[config.mk]
export PLATFORM = sky130hd
export DESIGN_NAME = rf_writeback
export DESIGN_NICKNAME = d
export VERILOG_FILES = /design/src/rtl/rf_writeback_pkg.sv /design/src/rtl/rf_writeback_fifo.sv /design/src/rtl/rf_writeback.sv
export SDC_FILE = /design/constraint.sdc
export NUM_CORES = 1
export LEC_CHECK = 0
export CAP_MARGIN = 5
export CORE_ASPECT_RATIO = 0.7
export CORE_MARGIN = 5
export CORE_UTILIZATION = 50
export DETAILED_ROUTE_END_ITERATION = 12
export PLACE_DENSITY = 0.8
export SLEW_MARGIN = 20
export SYNTH_ARGS = -nofsm -noshare
export SYNTH_HDL_FRONTEND = slang
export SYNTH_HIERARCHICAL = 1
export SYNTH_SLANG_ARGS = --single-unit
[constraint.sdc]
create_clock -name clk -period 9.15 [get_ports clk]
set_input_delay 1.3725 -clock clk [delete_from_list [all_inputs] [get_ports clk]]
set_output_delay 1.3725 -clock clk [all_outputs]
set_load 0.02 [all_outputs]
[src/rtl/rf_writeback_pkg.sv]
// Shared core constants and types for the register-file writeback block.
package rf_writeback_pkg;

  localparam int XLEN_DEF  = 32;
  localparam int REG_IDX_W = 5;
  localparam int NUM_REGS  = 32;

  typedef enum logic [1:0] {
    SRC_NONE = 2'd0,
    SRC_ALU  = 2'd1,
    SRC_MDU  = 2'd2
  } wb_src_e;

endpackage

[src/rtl/rf_writeback_fifo.sv]
// Small power-of-two FIFO holding pending mul/div results ahead of the write port.
module wb_fifo #(
  parameter int W     = 37,
  parameter int DEPTH = 2
) (
  input  logic         clk,
  input  logic         rst_n,
  input  logic         push,
  input  logic [W-1:0] wdata,
  input  logic         pop,
  output logic [W-1:0] rdata,
  output logic         full,
  output logic         empty
);

  localparam int PW = $clog2(DEPTH);
  localparam int CW = PW + 1;

  logic [W-1:0]  mem_q [DEPTH];
  logic [PW-1:0] wptr_q, rptr_q;
  logic [CW-1:0] cnt_q;
  logic          do_push, do_pop;

  assign full    = (cnt_q == CW'(DEPTH));
  assign empty   = (cnt_q == '0);
  // A full queue may still take a push when the head leaves in the same cycle.
  assign do_push = push && (!full || pop);
  assign do_pop  = pop && !empty;
  assign rdata   = mem_q[rptr_q];

  always_ff @(posedge clk) begin
    if (do_push) mem_q[wptr_q] <= wdata;
  end

  always_ff @(posedge clk or negedge rst_n) begin
    if (!rst_n) begin
      wptr_q <= '0;
      rptr_q <= '0;
      cnt_q  <= '0;
    end else begin
      if (do_push) wptr_q <= wptr_q + 1'b1;
      if (do_pop)  rptr_q <= rptr_q + 1'b1;
      case ({do_push, do_pop})
        2'b10:   cnt_q <= cnt_q + 1'b1;
        2'b01:   cnt_q <= cnt_q - 1'b1;
        default: cnt_q <= cnt_q;
      endcase
    end
  end

endmodule

[src/rtl/rf_writeback.sv]
// Register-file writeback arbiter: merges ALU and queued mul/div results onto
// one write port and tracks pending long-latency destinations for hazard stalls.
module rf_writeback
  import rf_writeback_pkg::*;
#(
  parameter int XLEN     = XLEN_DEF,
  parameter int MQ_DEPTH = 2
) (
  input  logic                 clk,
  input  logic                 rst_n,
  input  logic                 iss_valid,
  input  logic                 iss_long,
  input  logic [REG_IDX_W-1:0] iss_rd,
  input  logic [REG_IDX_W-1:0] iss_rs1,
  input  logic [REG_IDX_W-1:0] iss_rs2,
  output logic                 iss_stall,
  input  logic                 alu_valid,
  input  logic [REG_IDX_W-1:0] alu_rd,
  input  logic [XLEN-1:0]      alu_wdata,
  output logic                 alu_stall,
  input  logic                 mdu_valid,
  input  logic [REG_IDX_W-1:0] mdu_rd,
  input  logic [XLEN-1:0]      mdu_wdata,
  output logic                 mdu_ready,
  output logic [REG_IDX_W-1:0] rd,
  output logic                 rd_we,
  output logic [XLEN-1:0]      rd_wdata,
  output logic [NUM_REGS-1:0]  busy
);

  localparam int EW = REG_IDX_W + XLEN;

  logic [EW-1:0]        q_rdata;
  logic                 q_full, q_empty, q_push, q_pop;
  logic [REG_IDX_W-1:0] head_rd;
  logic [XLEN-1:0]      head_data;
  wb_src_e              src;

  logic [REG_IDX_W-1:0] rd_q, rd_d;
  logic                 we_q, we_d;
  logic [XLEN-1:0]      wdata_q, wdata_d;
  logic [NUM_REGS-1:0]  busy_q, busy_d;

  wb_fifo #(
    .W     (EW),
    .DEPTH (MQ_DEPTH)
  ) u_mq (
    .clk   (clk),
    .rst_n (rst_n),
    .push  (q_push),
    .wdata ({mdu_rd, mdu_wdata}),
    .pop   (q_pop),
    .rdata (q_rdata),
    .full  (q_full),
    .empty (q_empty)
  );

  assign head_rd   = q_rdata[EW-1 -: REG_IDX_W];
  assign head_data = q_rdata[XLEN-1:0];

  assign mdu_ready = !q_full;
  assign q_push    = mdu_valid && mdu_ready;
  assign q_pop     = (src == SRC_MDU);
  assign alu_stall = alu_valid && (src == SRC_MDU);
  // Stall is computed from pre-edge busy, so a same-cycle clear still stalls.
  assign iss_stall = iss_valid &&
                     (busy_q[iss_rs1] || busy_q[iss_rs2] || busy_q[iss_rd]);

  always_comb begin
    src = SRC_NONE;
    if (q_full)         src = SRC_MDU;
    else if (alu_valid) src = SRC_ALU;
    else if (!q_empty)  src = SRC_MDU;
  end

  always_comb begin
    rd_d    = rd_q;
    wdata_d = wdata_q;
    we_d    = 1'b0;
    busy_d  = busy_q;
    unique case (src)
      SRC_ALU: begin
        if (alu_rd != '0) begin
          rd_d    = alu_rd;
          wdata_d = alu_wdata;
          we_d    = 1'b1;
        end
      end
      SRC_MDU: begin
        if (head_rd != '0) begin
          rd_d    = head_rd;
          wdata_d = head_data;
          we_d    = 1'b1;
        end
        busy_d[head_rd] = 1'b0;
      end
      default: ;
    endcase
    if (iss_valid && iss_long && !iss_stall && (iss_rd != '0))
      busy_d[iss_rd] = 1'b1;
    busy_d[0] = 1'b0;
  end

  always_ff @(posedge clk or negedge rst_n) begin
    if (!rst_n) begin
      rd_q    <= '0;
      we_q    <= 1'b0;
      wdata_q <= '0;
      busy_q  <= '0;
    end else begin
      rd_q    <= rd_d;
      we_q    <= we_d;
      wdata_q <= wdata_d;
      busy_q  <= busy_d;
    end
  end

  assign rd       = rd_q;
  assign rd_we    = we_q;
  assign rd_wdata = wdata_q;
  assign busy     = busy_q;

endmodule
==> results.toml <==
[cells_and_area]
syn_to_final_growth_pct = 33.05
antennaDiodeCount = 0
layout.nets = 810
stdcell_count = 917
final_layout_size_suffix_gt1_share_pct = 15.96
fillers = 978
post-route-util_pct = 68.25
postLayoutCellArea_um2 = 9560

[detailed_routing]
dr.first_iter.drc_count = 539
met1Wirelength_um = 8251
dr_wl_met3_um = 1878
highest_layer = "met4"
antenna_left = 0
drt_pass1_iterations = 5
wirelength_um = 20070
wl_per_cell_um = 21.89
met2_length_um = 9339
via_count = 5498
post-route-drc-count = 0
via_per_inst = 5.996

[timing]
post-route-period-util_pct = 64.84
fin_ws_ns = 3.217
holdWs_ns = 0.5272
finClkSkew_ns = 0.01188
finalSetupViolCount = 0
hold_violations = 0
tns_ns = 0
min_period_ns = 5.933
worst_pin_slew_ns = 1.029
drv_slew = 0
worst_slew_margin_rel_pct = 31.13
rsz0062_at_grt = "false"
fmax_ghz = 0.1686

[place]
dp_cells = 883
place_congestion = 0.9195
port_buffers = 166
dp_hpwl_um = 13990
place_worst_setup_slack_ns = 3.292
placed_area_um2 = 8945

[yosys]
synth_top_area_cell = "edfxtp_1"
syn_area_per_cell_um2 = 12.79
syn_area_um2 = 7186
ys_async_sr_fraction_pct = 49.66
ys_warn_count = 6
synth_edf_count = 74
synth_cell_types = 58
yosysTopAreaCellShare_pct = 30.92
ys_seq_elements = 147
synth_fp_nets = 658
ys.flop_type = "edfxtp_1"
synthCells = 562
yosysSeqAreaShare_pct = 56.35
synthTopCellsByArea = "edfxtp_1 31%, dfrtp_1 25%, mux2i_1 5.7%, mux2_4 4.2%, mux4_2 4.1%"

[clock_network]
cts_htree_levels = 4
cts_max_path_buffers = 2
cts_buffers = 17
cts_resized = 0
holdBufCountCts = 0
path_clk_slew_ns = 0.06
cts_sinks = 147
root_buffer = "clkbuf_16"
cts_setup_buffers = 0
cts_tree = "done"
clk_latency_ns = 0.42

[setup_path]
crit_top_cell = "clkdlybuf4s50_1"
worst-path-buf-inv = 4
start_kind = "input pin"
critPathMaxStageDelay_ns = 0.67
worstSetupEndpointType = "output port"
critPathMaxFanout = 32
worstRegToRegCells = 8
r2r-end = "rd_wdata[10]"
r2r_setup_slack_ns = 5.88
rr_startpoint = "u_mq/cnt_q[1]"
cp_cell_sequence = "clkdlybuf4s50_1 -> mux4_2 -> inv_1 -> a2111oi_0 -> nor4_2 -> nand4_2 -> buf_4 -> o21a_1 -> clkdlybuf4s50_1"
arrival_ns = 4.56
path_class = "in2out"
cpLargestDelayFamily = "buffers and inverters"
critPathRequiredTime_ns = 7.78
cp_slowest_cell = "clkdlybuf4s50_1"

[flow_run]
drv_cap = 0

[floorplan]
ioPinCount = 168
fp.dieW_um = 153.3
coreArea_um2 = 14010
start_util_pct = 51.30
dieArea_um2 = 16910
die_h_um = 110.3
rows = 36

[min_path]
hp-start = "rd[4]"
holdPathEnd = "rd[4]"
hp-class = "reg2reg"
whs_path_depth = 2

[pwr]
peakVddDrop_mv = 0.1576
p_total_mw = 3.160
p_per_area_nw_per_um2 = 330.5
p_leak_nw = 3.625

[grt]
track_usage_pct = 23.69
grt_pass1_vias = 5606
grt_pass1_wl_um = 30660
grt_max_degree = 74
antenna_found_initial = 0
grt-ovfl-total = 0

[status]
status = "completed"
## flip-flops by register name, summed over array words and instances, names as in the netlist
register / flops
u_mq/mem_q: 74
u_mq/wptr_q: 1
rd_we: 1
u_mq/cnt_q: 2
busy: 31
u_mq/rptr_q: 1
rd_wdata: 32
rd: 5
## power breakdown
group | total, mW | internal (mW) | switching, mW
registers | 1.14 | 0.940 | 0.196
logic | 1.37 | 0.642 | 0.729
clock network | 0.653 | 0.376 | 0.277
total | 3.16 | 1.96 | 1.20
## final cells by class
| type | count | area, um^2 | area share, % |
|---|---|---|---|
| Multi-Input combinational cell | 371 | 2957 | 30.93 |
| Tap cell | 190 | 237.7 | 2.487 |
| Timing Repair Buffer | 172 | 1744 | 18.24 |
| Sequential cell | 147 | 4050 | 42.36 |
| Inverter | 5 | 18.77 | 0.1963 |
| Clock inverter | 14 | 123.9 | 1.296 |
| Clock buffer | 18 | 429.2 | 4.489 |
## layer usage
layer,global-route usage [%],vias up
met5,0,-
met4,9.345,0
met3,6.009,58
met2,37.94,334
met1,31.50,2662
li1,-,2444
## cell families (layout without fill, tap and decap cells)
group / Yosys count / after routing / share of synthesized area (%)
multiplexers: 104 / 104 / 18.67
buffers and inverters: 44 / 209 / 3.065
other: 1 / 1 / 0.05219
XOR/XNOR: 5 / 5 / 0.6095
adder cells (fa/ha/maj): 1 / 1 / 0.1741
flip-flops: 147 / 147 / 56.35
AND/OR/NAND/NOR: 135 / 135 / 10.36
AO/OA/AOI/OAI: 125 / 125 / 10.73
## how the worst max path moves through the flow
| stage | start | end | slack, ns | cells past startpoint |
|---|---|---|---|---|
| 6_report | iss_rs1[1] | iss_stall | 3.22 | 9 |
| 5_1_grt | iss_rs1[1] | iss_stall | 3.05 | 9 |
| 4_1_cts | iss_rs1[1] | iss_stall | 3.28 | 9 |
| 3_5_place_dp | iss_rs1[1] | iss_stall | 3.29 | 9 |
| 3_3_place_gp | iss_rs1[1] | iss_stall | 3.42 | 9 |
| 2_1_floorplan | iss_rs1[0] | iss_stall | 4.68 | 8 |
## worst min-delay path, delay by kind of cell, from the launching register on
family	cells	cell delay [ns]
compound gates	1	0.10
flops	1	0.34
simple gates	1	0.05
## Yosys cell counts, types with 2 or more instances
cell and count:
a2111oi_0 2, a211oi_1 2, a21oi_1 40, a221oi_1 4, a22oi_1 4, and2_1 2, buf_1 3, buf_2 10
buf_6 5, clkbuf_1 19, dfrtp_1 73, edfxtp_1 74, inv_1 5, mux2_1 10, mux2_2 20, mux2_4 20
mux2i_1 41, mux4_2 13, nand2_1 11, nand2b_1 5, nand3_1 10, nand3b_1 6, nand4_1 20, nor2_1 50
nor2b_1 9, nor3_1 2, nor3b_1 4, nor4b_1 2, o211ai_1 2, o21ai_0 31, o21ai_1 21, o22ai_1 2
o31ai_1 3, o31ai_2 9, or3b_2 2, xnor2_1 3, xor2_1 2
## cells in the final DEF, fill, tap and decap left out, drive strengths merged, types with 2 or more instances in the layout
master and instances:
mux2 50, mux2i 41, o31ai 12, inv 11, a21oi 40, xnor2 3
nand3 10, clkinvlp 3, mux4 13, nor2b 10, xor2 2, or3b 2
clkdlybuf4s50 165, nor3 3, a2111oi 2, clkbuf 18, a22oi 4, nor4b 3
o22ai 2, nand4 21, nand2 12, nand2b 6, o21ai 53, a221oi 4
nor4 2, buf 7, o211ai 2, dfrtp 73, nand3b 6, a211oi 2
nor3b 4, and2 2, nor2 50, clkinv 4, edfxtp 74
No activity file was read; power rests on OpenSTA's default activity.
